[src/rtl/function_arbiter.sv]
// function_arbiter: captures rising edges on N request lines into a sticky
// pending set and grants one function at a time as a one-hot `sets` vector.
// Handshake: a channel requests by raising reqs[i] (edge, not level); the
// grant is `sets` one-hot with a one-cycle `fin` on its first cycle; the
// granted function releases it by holding `done` high at a BUSY clock edge,
// or the watchdog releases it after TIMEOUT BUSY cycles (pulsing `timeout`).
module function_arbiter #(
  parameter int N       = 2,
  parameter int RR      = 0,
  parameter int TIMEOUT = 0
) (
  input  logic         clk,
  input  logic         rst,
  input  logic [N-1:0] reqs,
  input  logic         done,
  output logic [N-1:0] sets,
  output logic         fin,
  output logic         busy,
  output logic [N-1:0] pending,
  output logic         timeout,
  output logic         dbg_state
);

  localparam int PW = (N > 1) ? $clog2(N) : 1;
  localparam int CW = (TIMEOUT > 0) ? $clog2(TIMEOUT + 1) : 1;
  localparam logic [CW-1:0] WD_LAST = CW'((TIMEOUT > 0) ? TIMEOUT - 1 : 0);

  typedef enum logic {S_IDLE = 1'b0, S_BUSY = 1'b1} state_t;

  state_t          state, state_n;
  logic [N-1:0]    req_q;
  logic [N-1:0]    rise;
  logic [N-1:0]    clr;
  logic [N-1:0]    win_oh;
  logic [PW-1:0]   win_idx;
  logic [PW-1:0]   ptr;
  logic [PW-1:0]   ptr_n;
  logic [CW-1:0]   cnt;
  logic            found;
  logic            grant;
  logic            expire;
  logic            wd_hit;
  int              base;
  int              idx;

  assign rise      = reqs & ~req_q;
  assign clr       = grant ? win_oh : '0;
  assign busy      = (state == S_BUSY);
  assign dbg_state = state;
  // Count holds BUSY cycles already completed; this edge ends cycle cnt+1.
  assign wd_hit    = (TIMEOUT > 0) && (cnt == WD_LAST);
  assign ptr_n     = (win_idx == PW'(N - 1)) ? '0 : win_idx + PW'(1);

  // Winner search: start at ptr in round-robin mode, at 0 in fixed priority.
  always_comb begin
    win_oh  = '0;
    win_idx = '0;
    found   = 1'b0;
    idx     = 0;
    base    = (RR != 0) ? int'(ptr) : 0;
    for (int off = 0; off < N; off++) begin
      idx = base + off;
      if (idx >= N) idx = idx - N;
      if (!found && pending[idx]) begin
        found       = 1'b1;
        win_oh[idx] = 1'b1;
        win_idx     = PW'(idx);
      end
    end
  end

  // Next-state logic; done takes precedence over watchdog expiry.
  always_comb begin
    state_n = state;
    grant   = 1'b0;
    expire  = 1'b0;
    case (state)
      S_IDLE: begin
        if (found) begin
          state_n = S_BUSY;
          grant   = 1'b1;
        end
      end
      S_BUSY: begin
        if (done) begin
          state_n = S_IDLE;
        end else if (wd_hit) begin
          state_n = S_IDLE;
          expire  = 1'b1;
        end
      end
      default: state_n = S_IDLE;
    endcase
  end

  // State, grant, pending set, pointer and watchdog registers.
  always_ff @(posedge clk) begin
    if (rst) begin
      state   <= S_IDLE;
      req_q   <= '0;
      pending <= '0;
      sets    <= '0;
      fin     <= 1'b0;
      timeout <= 1'b0;
      ptr     <= '0;
      cnt     <= '0;
    end else begin
      state   <= state_n;
      req_q   <= reqs;
      // A rise on the bit being granted keeps it pending.
      pending <= (pending & ~clr) | rise;
      fin     <= grant;
      timeout <= expire;
      if (grant) begin
        sets <= win_oh;
        ptr  <= ptr_n;
        cnt  <= '0;
      end else if (state == S_BUSY && state_n == S_IDLE) begin
        sets <= '0;
      end else if (state == S_BUSY) begin
        cnt <= cnt + CW'(1);
      end
    end
  end

endmodule
[config.mk]
export PLATFORM = sky130hd
export DESIGN_NAME = function_arbiter
export DESIGN_NICKNAME = d
export VERILOG_FILES = /design/src/rtl/function_arbiter.sv
export SDC_FILE = /design/constraint.sdc
export NUM_CORES = 1
export LEC_CHECK = 0
export BUFFER_PORTS_ARGS = -buffer_cell sky130_fd_sc_hd__buf_2
export CAP_MARGIN = 20
export CORE_AREA = 2 2 39 41
export DETAILED_ROUTE_END_ITERATION = 8
export DIE_AREA = 0 0 41 43
export PLACE_DENSITY_LB_ADDON = 0.25
export SLEW_MARGIN = 15
export SYNTH_ARGS = -nofsm -noshare
export SYNTH_HDL_FRONTEND = slang
export SYNTH_SLANG_ARGS = --single-unit
[constraint.sdc]
create_clock -name clk -period 1 [get_ports clk]
set_input_delay 0.1 -clock clk [delete_from_list [all_inputs] [get_ports clk]]
set_output_delay 0.1 -clock clk [all_outputs]
set_load 0.03 [all_outputs]
# --- Word-level counts from Yosys, hierarchy flattened ---
# Index checks and enable logic that the tools add are counted.
word_totals:
  register_bits: 8
  in_bits: 5
  output_inout_bits: 8
  word_cells: 26
classes:
  muxes: 10
  bitwise: 7
  n_reduce_logical: 4
ops:
  columns: ["operator", "count"]
  rows:
  - ["2-to-1 mux 1 bit", 6]
  - ["2-to-1 mux 2 bit", 3]
  - ["bitwise AND 2 bit", 2]
  - ["inverter 2 bit", 2]
  - ["logical AND 1 bit", 2]
  - ["inverter 1 bit", 2]
  - ["bitwise OR 2 bit", 1]
  - ["one-hot mux 1 bit (2 select lines)", 1]
  - ["nonzero test 2 bit", 1]
  - ["zero test 1 bit", 1]

# --- Longest topological paths before layout ---
# Gate-level depths: netlist (run 1).
logic_depth:
  ltp_word: 10
  mapped_depth: 3
  ltp_nobuf: 2

# --- Worst setup path after synthesis (run 1) ---
# Ideal clock, no wire load.
synth_path:
  kind: "reg-to-reg"
  start: "register state, in the netlist busy"
  end: "register sets[1]"
  setup_ps: 116
  t_arrival_ps: 984
  t_required_ps: 884
  slack_ps: -100
  path_stages_with_launch: 4
  period_less_slack_ps: 1100
  path_cell_list: "dfxtp_1 > buf_6 > mux2i_1 > a31o_1"
synth_via:
  elab_chain_cells: 5
  elab_cells_between_ends: 7
  cone_classes: "mux: 3; bitwise: 2; reduce/logical: 2"
synth_rtl:
  columns: ["element", "line_no", "text"]
  rows:
  - ["from (decl)", "30", "state_t state, state_n;"]
  - ["from (signal assigned)", "108", "state <= state_n;"]
  - ["inverter 1 bit", null, null]
  - ["one-hot mux 1 bit (2 select lines)", "77", "case (state)"]
  - ["inverter 1 bit", "118", "end else if (state == S_BUSY && state_n == S_IDLE) begin"]
  - ["logical AND 1 bit", "118", null]
  - ["nonzero test 2 bit (no source line)", null, null]
  - ["to (signal assigned)", "115", "sets <= win_oh;"]
  - ["to (decl)", "16", "output logic [N-1:0] sets,"]
# Several ways; a longest one is shown, not always the timed one.
# A chain may end at the register's enable or synchronous reset.

# --- Worst setup path after layout (run 1) ---
layout_path:
  start: "register state, in the netlist busy"
  end: "output port dbg_state"
layout_lines:
  columns: ["element", "line_no", "text"]
  rows:
  - ["to (decl)", "21", "output logic dbg_state"]
# No word-level cell between the ends.

==> impl_metrics.toml, run 1 <==
[status]
status = "completed"

[final_layout]
layout_commonest_cell = "buf_2"
instances_no_fill = 58
num-nets-final = 49
n_fill_cell = 143
final_cell_area_um2 = 404.1
final_cell_mix = "buf_2, clkbuf_4, dfxtp_1"
num_antenna_cells = 0
drive_above_1_share_pct = 42.86
final_core_util_pct = 29.20
area_growth_pct = 24.71

[detailed_routing]
vias = 248
drc_errors = 0
viasPerCell = 4.276
wl_um = 528
wire_per_inst_um = 9.103
drt_iter0_drc = 2
firstDrtPassIters = 2
antenna_left = 0

[global_routing]
grt_pass1_vias = 199
overflow = 0
groute.usage.overall_pct = 7.056
grt_pass1_wl_um = 807
grt_max_degree = 12
antenna_found_initial = 0

[power]
swShare_pct = 28.31
seq_power_share_pct = 49.8
p_switching_w = 0.0002106
power_w = 0.0007439
p_leak_nw = 0.1748
ir_worst_vdd_mv = 0.5674
pwr_density_cell_nw_per_um2 = 1841
p_int_w = 0.0005333
p_clk_share_pct = 32.3
p_comb_share_pct = 17.8

[logic_synthesis]
synth_cells = 32
synth_cell_type_count = 18
synth_area_leaders = "dfxtp_1, mux2i_1, a31o_1, buf_4, nor4b_2"
yosysTopAreaCell = "dfxtp_1"
ys.warnings.count = 0
synth_nets = 37
yosys.area.top_type_share_pct = 49.42
postSynthAreaPerCell_um2 = 10.13
ys_seq_area_share_pct = 49.42
netlist_area_um2 = 324.1
synth-seq-cells = 8

[cts]
clock_path_buffers = 2
clkLatencyLatePin_ns = 0.25
h-tree-depth = 1
cts_buffers = 3
numClockSinks = 8
cts_setup_buffers = 0
cts_tree = "yes"
clk_pin_slew_ns = 0.05
hold_buffers = 0
clockRootBuffer = "clkbuf_4"

[floorplanning]
ios = 13
die-area_um2 = 1763
die_h_um = 43
die_w_um = 41
core_area_um2 = 1384
start_util_pct = 23.42
rows = 14

[place]
place_congestion = 0.6501
dp_hpwl_um = 389.9
dp_cells = 55
place_area_um2 = 370.4
pre_cts_ws_ns = 0.1386
port-buffer-count = 11

[setup_path]
cpMaxStageDelayCell = "dfxtp_4"
crit_type = "reg -> out"
cp_top_family = "flip-flops"
max_stage_delay_ns = 0.41
path_buf_inv = 1
crit_chain = "clkbuf_4"
worst_ep_required_time_ns = 0.90
crit_fanout = 11
crit_path_start_kind = "register"
worst_ep_arrival_time_ns = 0.87
end_kind = "output port"

[sta]
setup_viol = 0
slew_viol_final = 0
fin_crit_sh_pct = 96.66
skew_ns = 0.006031
rsz0062_at_grt = "false"
period_needed_ns = 0.9666
hold_violations = 0
post-route-worst-setup-slack_ns = 0.03343
max_freq_ghz = 1.035

[run]
maxCapViolCount = 0

[worst_hold_path]
hold_path.class = "in -> reg"
-- registers in the layout, summed over array words and instances, names as in the netlist --
register  count
busy          1
fin           1
pending       2
req_q         2
sets          2
-- through the flow --
stage,TNS (ns),hold WS (ns)
floorplan,0,0.1962
global placement,0,0.3159
detailed placement,0,0.3212
CTS,-0.06320,0.05035
global route,0,0.05845
finish,0,0.05775
-- Yosys cell counts --
library cell  n
nor3_1        2
conb_1        1
inv_1         1
buf_6         1
nand2_1       1
buf_2         1
a211oi_1      1
nor2_1        1
a31o_1        2
buf_4         2
mux2i_1       2
nor2b_1       2
nor4b_2       1
dfxtp_1       8
a21oi_1       2
o21ai_0       1
nand2b_1      2
nor3b_1       1
-- worst paths after layout --
path	cells after the start	to	start	slack (ns)
hold reg to reg	2	pending[0]$_SDFF_PP0_	req_q[0]$_SDFF_PP0_	0.47
hold / removal	2	busy$_SDFF_PP0_	done	0.06
setup / recovery	1	dbg_state	busy$_SDFF_PP0_	0.03
setup reg to reg	2	sets[0]$_SDFFE_PP0P_	busy$_SDFF_PP0_	0.18
-- routing by layer --
| metal | part of all wire, % | GRT usage (%) | routed length (µm) | vias up |
|---|---|---|---|---|
| met2 | 43 | 8.750 | 229 | 10 |
| met1 | 46 | 8.795 | 245 | 108 |
| met3 | 7.6 | 3.141 | 40 | 3 |
| li1 | - | - | - | 127 |
| met5 | 0 | 0 | 0 | - |
| met4 | 2.3 | 6.000 | 12 | 0 |
-- what timing repair did --
item	CTS	global route
endpoints found under the hold margin	0	0
setup endpoints to repair	2	3
pin swaps	0	0
gates resized for setup	0	5
-- power by group through the flow --
| stage | clock network [W] | registers, W | logic (W) |
|---|---|---|---|
| 6_report | 0.000241 | 0.000371 | 0.000133 |
| 5_1_grt | 0.000262 | 0.000375 | 0.000142 |
| 4_1_cts | 0.000250 | 0.000370 | 0.000129 |
| 3_5_place_dp | 0 | 0.000377 | 0.000129 |
| 3_3_place_gp | 0 | 0.000376 | 0.000129 |
| 2_1_floorplan | 0 | 0.000404 | 0.0000804 |
-- kinds of logic after synthesis --
group	synth area share [%]
simple gates	20.07
flops	49.42
compound gates	12.36
buf+inv	10.81
mux	6.178
other cells	1.157
-- layout make-up --
cell class                      count  area, µm²  share of cell area (%)
Sequential cell                     8      166.4                   41.18
Multi-Input combinational cell     19      128.9                   31.89
Tap cell                           16      20.02                   4.954
Clock buffer                        3      22.52                   5.573
Inverter                            1      3.754                  0.9288
Timing Repair Buffer               11      62.56                   15.48
No activity file was read; power rests on OpenSTA's default activity.
==> run 2, diff against run 1 <==
- CELL_PAD_IN_SITES_DETAIL_PLACEMENT: unset -> 1
- CELL_PAD_IN_SITES_GLOBAL_PLACEMENT: unset -> 1
==> run 2 against run 1 <==
Wire length rose by 17%. Power rose by 1.2%. Combinational power barely moved. First-iteration DRC count fell by 50%. Largest cell class unchanged.
==> impl_metrics.toml, run 2 (synthesis gave the netlist of run 1 again) <==
[worst_hold_path]
hold_path.class = "in -> reg"

[cts]
clock_path_buffers = 2
clk_pin_slew_ns = 0.06
h-tree-depth = 1
numClockSinks = 8
hold_buffers = 0
clkLatencyLatePin_ns = 0.25
cts_setup_buffers = 0
clockRootBuffer = "clkbuf_4"
cts_buffers = 3
cts_tree = "yes"

[detailed_routing]
drt_iter0_drc = 1
firstDrtPassIters = 4
antenna_left = 0
wl_um = 617
drc_errors = 0
viasPerCell = 4.397
wire_per_inst_um = 10.64
vias = 255

[sta]
rsz0062_at_grt = "false"
slew_viol_final = 0
period_needed_ns = 0.9476
fin_crit_sh_pct = 94.76
fin_setup_tns_ns = 0
hold_violations = 0
skew_ns = 0.003859
max_freq_ghz = 1.055
setup_viol = 0

[final_layout]
layout_commonest_cell = "buf_2"
drive_above_1_share_pct = 42.86
multi_input_area_um2 = 128.9
num_antenna_cells = 0
instances_no_fill = 58
n_fill_cell = 174
top_regs = "pending: 2 flops, req_q: 2 flops, sets: 2 flops"
final_cell_mix = "buf_2, dfxtp_1, clkbuf_4"
area_growth_pct = 25.48
final_core_util_pct = 29.39
register_area_um2 = 166.4
final_cell_area_um2 = 406.6
num-nets-final = 49

[setup_path]
crit_type = "reg -> out"
reg2reg_setup_slack_ns = 0.17
worst_ep_required_time_ns = 0.90
r2r_start = "busy$_SDFF_PP0_"
crit_path_end = "pending[0]"
path_buf_inv = 1
reg2reg_to = "sets[1]$_SDFFE_PP0P_"
crit_chain = "clkbuf_4"
end_kind = "output port"
cpMaxStageDelayCell = "dfxtp_2"
crit_start = "pending[0]$_SDFF_PP0_"
cp_top_family = "flip-flops"
worst_ep_arrival_time_ns = 0.85
crit_fanout = 8
cp.depth = 1
max_stage_delay_ns = 0.39
reg2reg_depth = 2
crit_path_start_kind = "register"

[place]
place_congestion = 0.6882
dp_hpwl_um = 468.6
place_area_um2 = 370.4
port-buffer-count = 11
dp_cells = 55

[power]
pwr_density_cell_nw_per_um2 = 1851
p_leak_nw = 0.1758
ir_worst_vdd_mv = 0.4379

[global_routing]
grt_max_degree = 12
overflow = 0
groute.usage.overall_pct = 8.981
grt_pass1_vias = 249
antenna_found_initial = 0
grt_pass1_wl_um = 1007

[floorplanning]
rows = 14
die-area_um2 = 1763
die_w_um = 41
core_area_um2 = 1384
die_h_um = 43
start_util_pct = 23.42
ios = 13

[status]
status = "completed"

[run]
maxCapViolCount = 0
## run 2: cell types whose count changed in the layout (fill, tap and decap cells not counted)
cell / change
buf_4: +3
clkbuf_4: -2
buf_2: -1
## run 2: how the worst min path moves through the flow
stage | start | endpoint | slack (ns) | cells after the start
3_3_place_gp | done | busy$_SDFF_PP0_ | 0.32 | 2
6_report | done | busy$_SDFF_PP0_ | 0.06 | 2
4_1_cts | done | busy$_SDFF_PP0_ | 0.05 | 2
2_1_floorplan | done | busy$_SDFF_PP0_ | 0.20 | 1
3_5_place_dp | done | busy$_SDFF_PP0_ | 0.33 | 2
5_1_grt | done | busy$_SDFF_PP0_ | 0.06 | 2
## run 2: repair_timing
item	in CTS	in global routing
endpoints found under the hold margin	0	0
setup endpoints to repair	3	2
resized for setup	4	2
## run 2: where the power goes
group	switching [W]	internal (W)
clock network	0.000108	0.000137
registers	0.0000265	0.000345
logic	0.0000825	0.0000538
total	0.000217	0.000536
## run 2: final cells by class
cell class / count / share of cell area (%)
sequential: 8 / 40.92
multi-input combinational: 19 / 31.69
timing repair buffer: 11 / 16.00
clock buffer: 3 / 5.538
tap: 16 / 4.923
inverter: 1 / 0.9231
## run 2: layer usage
metal	routed length (µm)	share of wire, %	track usage [%]
met1	276	45	10.78
met3	36	5.8	3.141
met5	0	0	0
met4	0	0	8.000
met2	304	49	11.88
## run 2: per-stage QoR
| step | setup WS [ns] | hold slack (ns) | total power, W |
|---|---|---|---|
| 2_1_floorplan | 0.02105 | 0.1962 | 0.0004847 |
| 3_3_place_gp | 0.1533 | 0.3151 | 0.0005038 |
| 3_5_place_dp | 0.1172 | 0.3266 | 0.0005087 |
| 4_1_cts | 0.01773 | 0.04664 | 0.0007788 |
| 5_1_grt | 0.001503 | 0.06270 | 0.0008060 |
| 6_report | 0.05237 | 0.05978 | 0.0007527 |
==> run 3, diff against run 2 <==
- HOLD_SLACK_MARGIN: unset -> 0.02
- REMOVE_ABC_BUFFERS: unset -> 1
==> run 3 against run 2 <==
Global-route usage rose by 1.4 points. Count of clock-buffer cells in the layout did not move. Hold slack improved by 0.020 ns. Critical endpoint unchanged.
==> impl_metrics.toml, run 3 (synthesis gave the netlist of run 1 again) <==
[status]
status = "completed"

[setup_path]
cp_top_family = "flip-flops"
path_buf_inv = 1
crit_path_start_kind = "register"
reg2reg_to = "busy$_SDFF_PP0_"
end_kind = "output port"
cpMaxStageDelayCell = "dfxtp_2"
crit_chain = "clkbuf_4"
reg2reg_depth = 3
worst_ep_arrival_time_ns = 0.85
worst_ep_required_time_ns = 0.90
reg2reg_setup_slack_ns = 0.15
crit_type = "reg -> out"
crit_fanout = 8
r2r_start = "busy$_SDFF_PP0_"
max_stage_delay_ns = 0.39

[detailed_routing]
drt_iter0_drc = 3
firstDrtPassIters = 2
antenna_left = 0
wire_per_inst_um = 10.42
drc_errors = 0
vias = 252
viasPerCell = 4.271
wl_um = 615

[cts]
clockRootBuffer = "clkbuf_4"
clock_path_buffers = 2
h-tree-depth = 1
clkLatencyLatePin_ns = 0.25
clk_pin_slew_ns = 0.05
numClockSinks = 8
cts_buffers = 3
cts_tree = "yes"

[floorplanning]
ios = 13
die-area_um2 = 1763
core_area_um2 = 1384
start_util_pct = 23.42
rows = 14
die_w_um = 41
die_h_um = 43

[power]
pwr_density_cell_nw_per_um2 = 1812
p_switching_w = 0.0002114
swShare_pct = 28.16
ir_worst_vdd_mv = 0.6820
p_int_w = 0.0005392
power_w = 0.0007506
p_clk_share_pct = 31.8
p_comb_share_pct = 19.4
seq_power_share_pct = 48.8
p_leak_nw = 0.1798

[final_layout]
num-nets-final = 50
n_fill_cell = 163
drive_above_1_share_pct = 44.19
num_antenna_cells = 0
area_growth_pct = 27.80
top_regs = "pending: 2 flops, req_q: 2 flops, sets: 2 flops"
final_cell_mix = "clkbuf_4, buf_2, dfxtp_1"

[place]
port-buffer-count = 11
place_congestion = 0.6159

[worst_hold_path]
hold_start = "done"
hold_path.class = "in -> reg"
hold_end = "busy$_SDFF_PP0_"
hold_path_depth = 2

[sta]
slew_viol_final = 0
hold_violations = 0
max_freq_ghz = 1.055
fin_crit_sh_pct = 94.77
setup_viol = 0
fin_setup_tns_ns = 0
skew_ns = 0.0008196
rsz0062_at_grt = "false"
period_needed_ns = 0.9477

[run]
maxCapViolCount = 0

[global_routing]
grt_max_degree = 10
groute.usage.overall_pct = 10.38
antenna_found_initial = 0
grt_pass1_wl_um = 1138
grt_pass1_vias = 249
overflow = 0
[run 3: cell types whose count changed in the layout (fill, tap and decap cells not counted)]
cell | before | now
clkbuf_4 | 4 | 7
buf_4 | 3 | 1
[run 3: layer usage]
layer	part of all wire [%]	track usage [%]	routed length (µm)
met5	0	0	0
met4	0	8.000	0
met3	8.0	4.712	49
met2	49	13.13	303
met1	43	13.03	262
[run 3: repair_timing]
item / 4_1_cts / 5_1_grt
setup buffers: 0 / 0
hold endpoints to repair: 0 / 0
setup endpoints to repair: 4 / 4
hold buffers: 0 / 0
resized for setup: 2 / 6
[run 3: how the worst max path moves through the flow]
stage	from	to	slack [ns]	depth (start not counted)
3_5_place_dp	busy$_SDFF_PP0_	busy$_SDFF_PP0_	0.01	3
3_3_place_gp	busy$_SDFF_PP0_	sets[1]$_SDFFE_PP0P_	0.11	2
6_report	pending[0]$_SDFF_PP0_	pending[0]	0.05	1
5_1_grt	pending[0]$_SDFF_PP0_	pending[0]	0.002	1
4_1_cts	pending[1]$_SDFF_PP0_	pending[1]	0.02	1
2_1_floorplan	busy$_SDFF_PP0_	sets[1]$_SDFFE_PP0P_	-0.34	2
[run 3: power by group through the flow]
stage	clock (W)	sequential (W)	combinational [W]
5_1_grt	0.000269	0.000373	0.000164
6_report	0.000239	0.000366	0.000146
3_5_place_dp	0	0.000371	0.000142
3_3_place_gp	0	0.000369	0.000139
4_1_cts	0.000254	0.000366	0.000143
2_1_floorplan	0	0.000419	0.0000408
[run 3: worst register-to-register path: cells and delay by family, from the launching register on]
family / cells / cell delay, ns
buffers and inverters: 1 / 0.14
AND/OR/NAND/NOR: 1 / 0.04
AO/OA/AOI/OAI: 1 / 0.19
flip-flops: 1 / 0.38
[run 3: per-stage QoR]
stage	cells	cell area (µm²)	worst slack, ns	hold slack, ns	utilization (%)
after CTS	59	400.4	0.01883	0.07579	28.93
after floorplan	28	292.8	-0.3377	0.1691	-
after global routing	59	414.1	0.001875	0.09139	29.93
final	59	414.1	0.05225	0.07990	29.93
after detailed placement	56	375.4	0.009592	0.3375	27.12
after global placement	56	375.4	0.1112	0.3210	27.12
[run 3: area by class of cell]
class / instances / area [µm²] / area share, %
clock buffers: 3 / 22.52 / 5.438
multi-input cells: 19 / 128.9 / 31.12
well taps: 16 / 20.02 / 4.834
repair buffers: 12 / 72.57 / 17.52
inverters: 1 / 3.754 / 0.9063
flip-flops and latches: 8 / 166.4 / 40.18
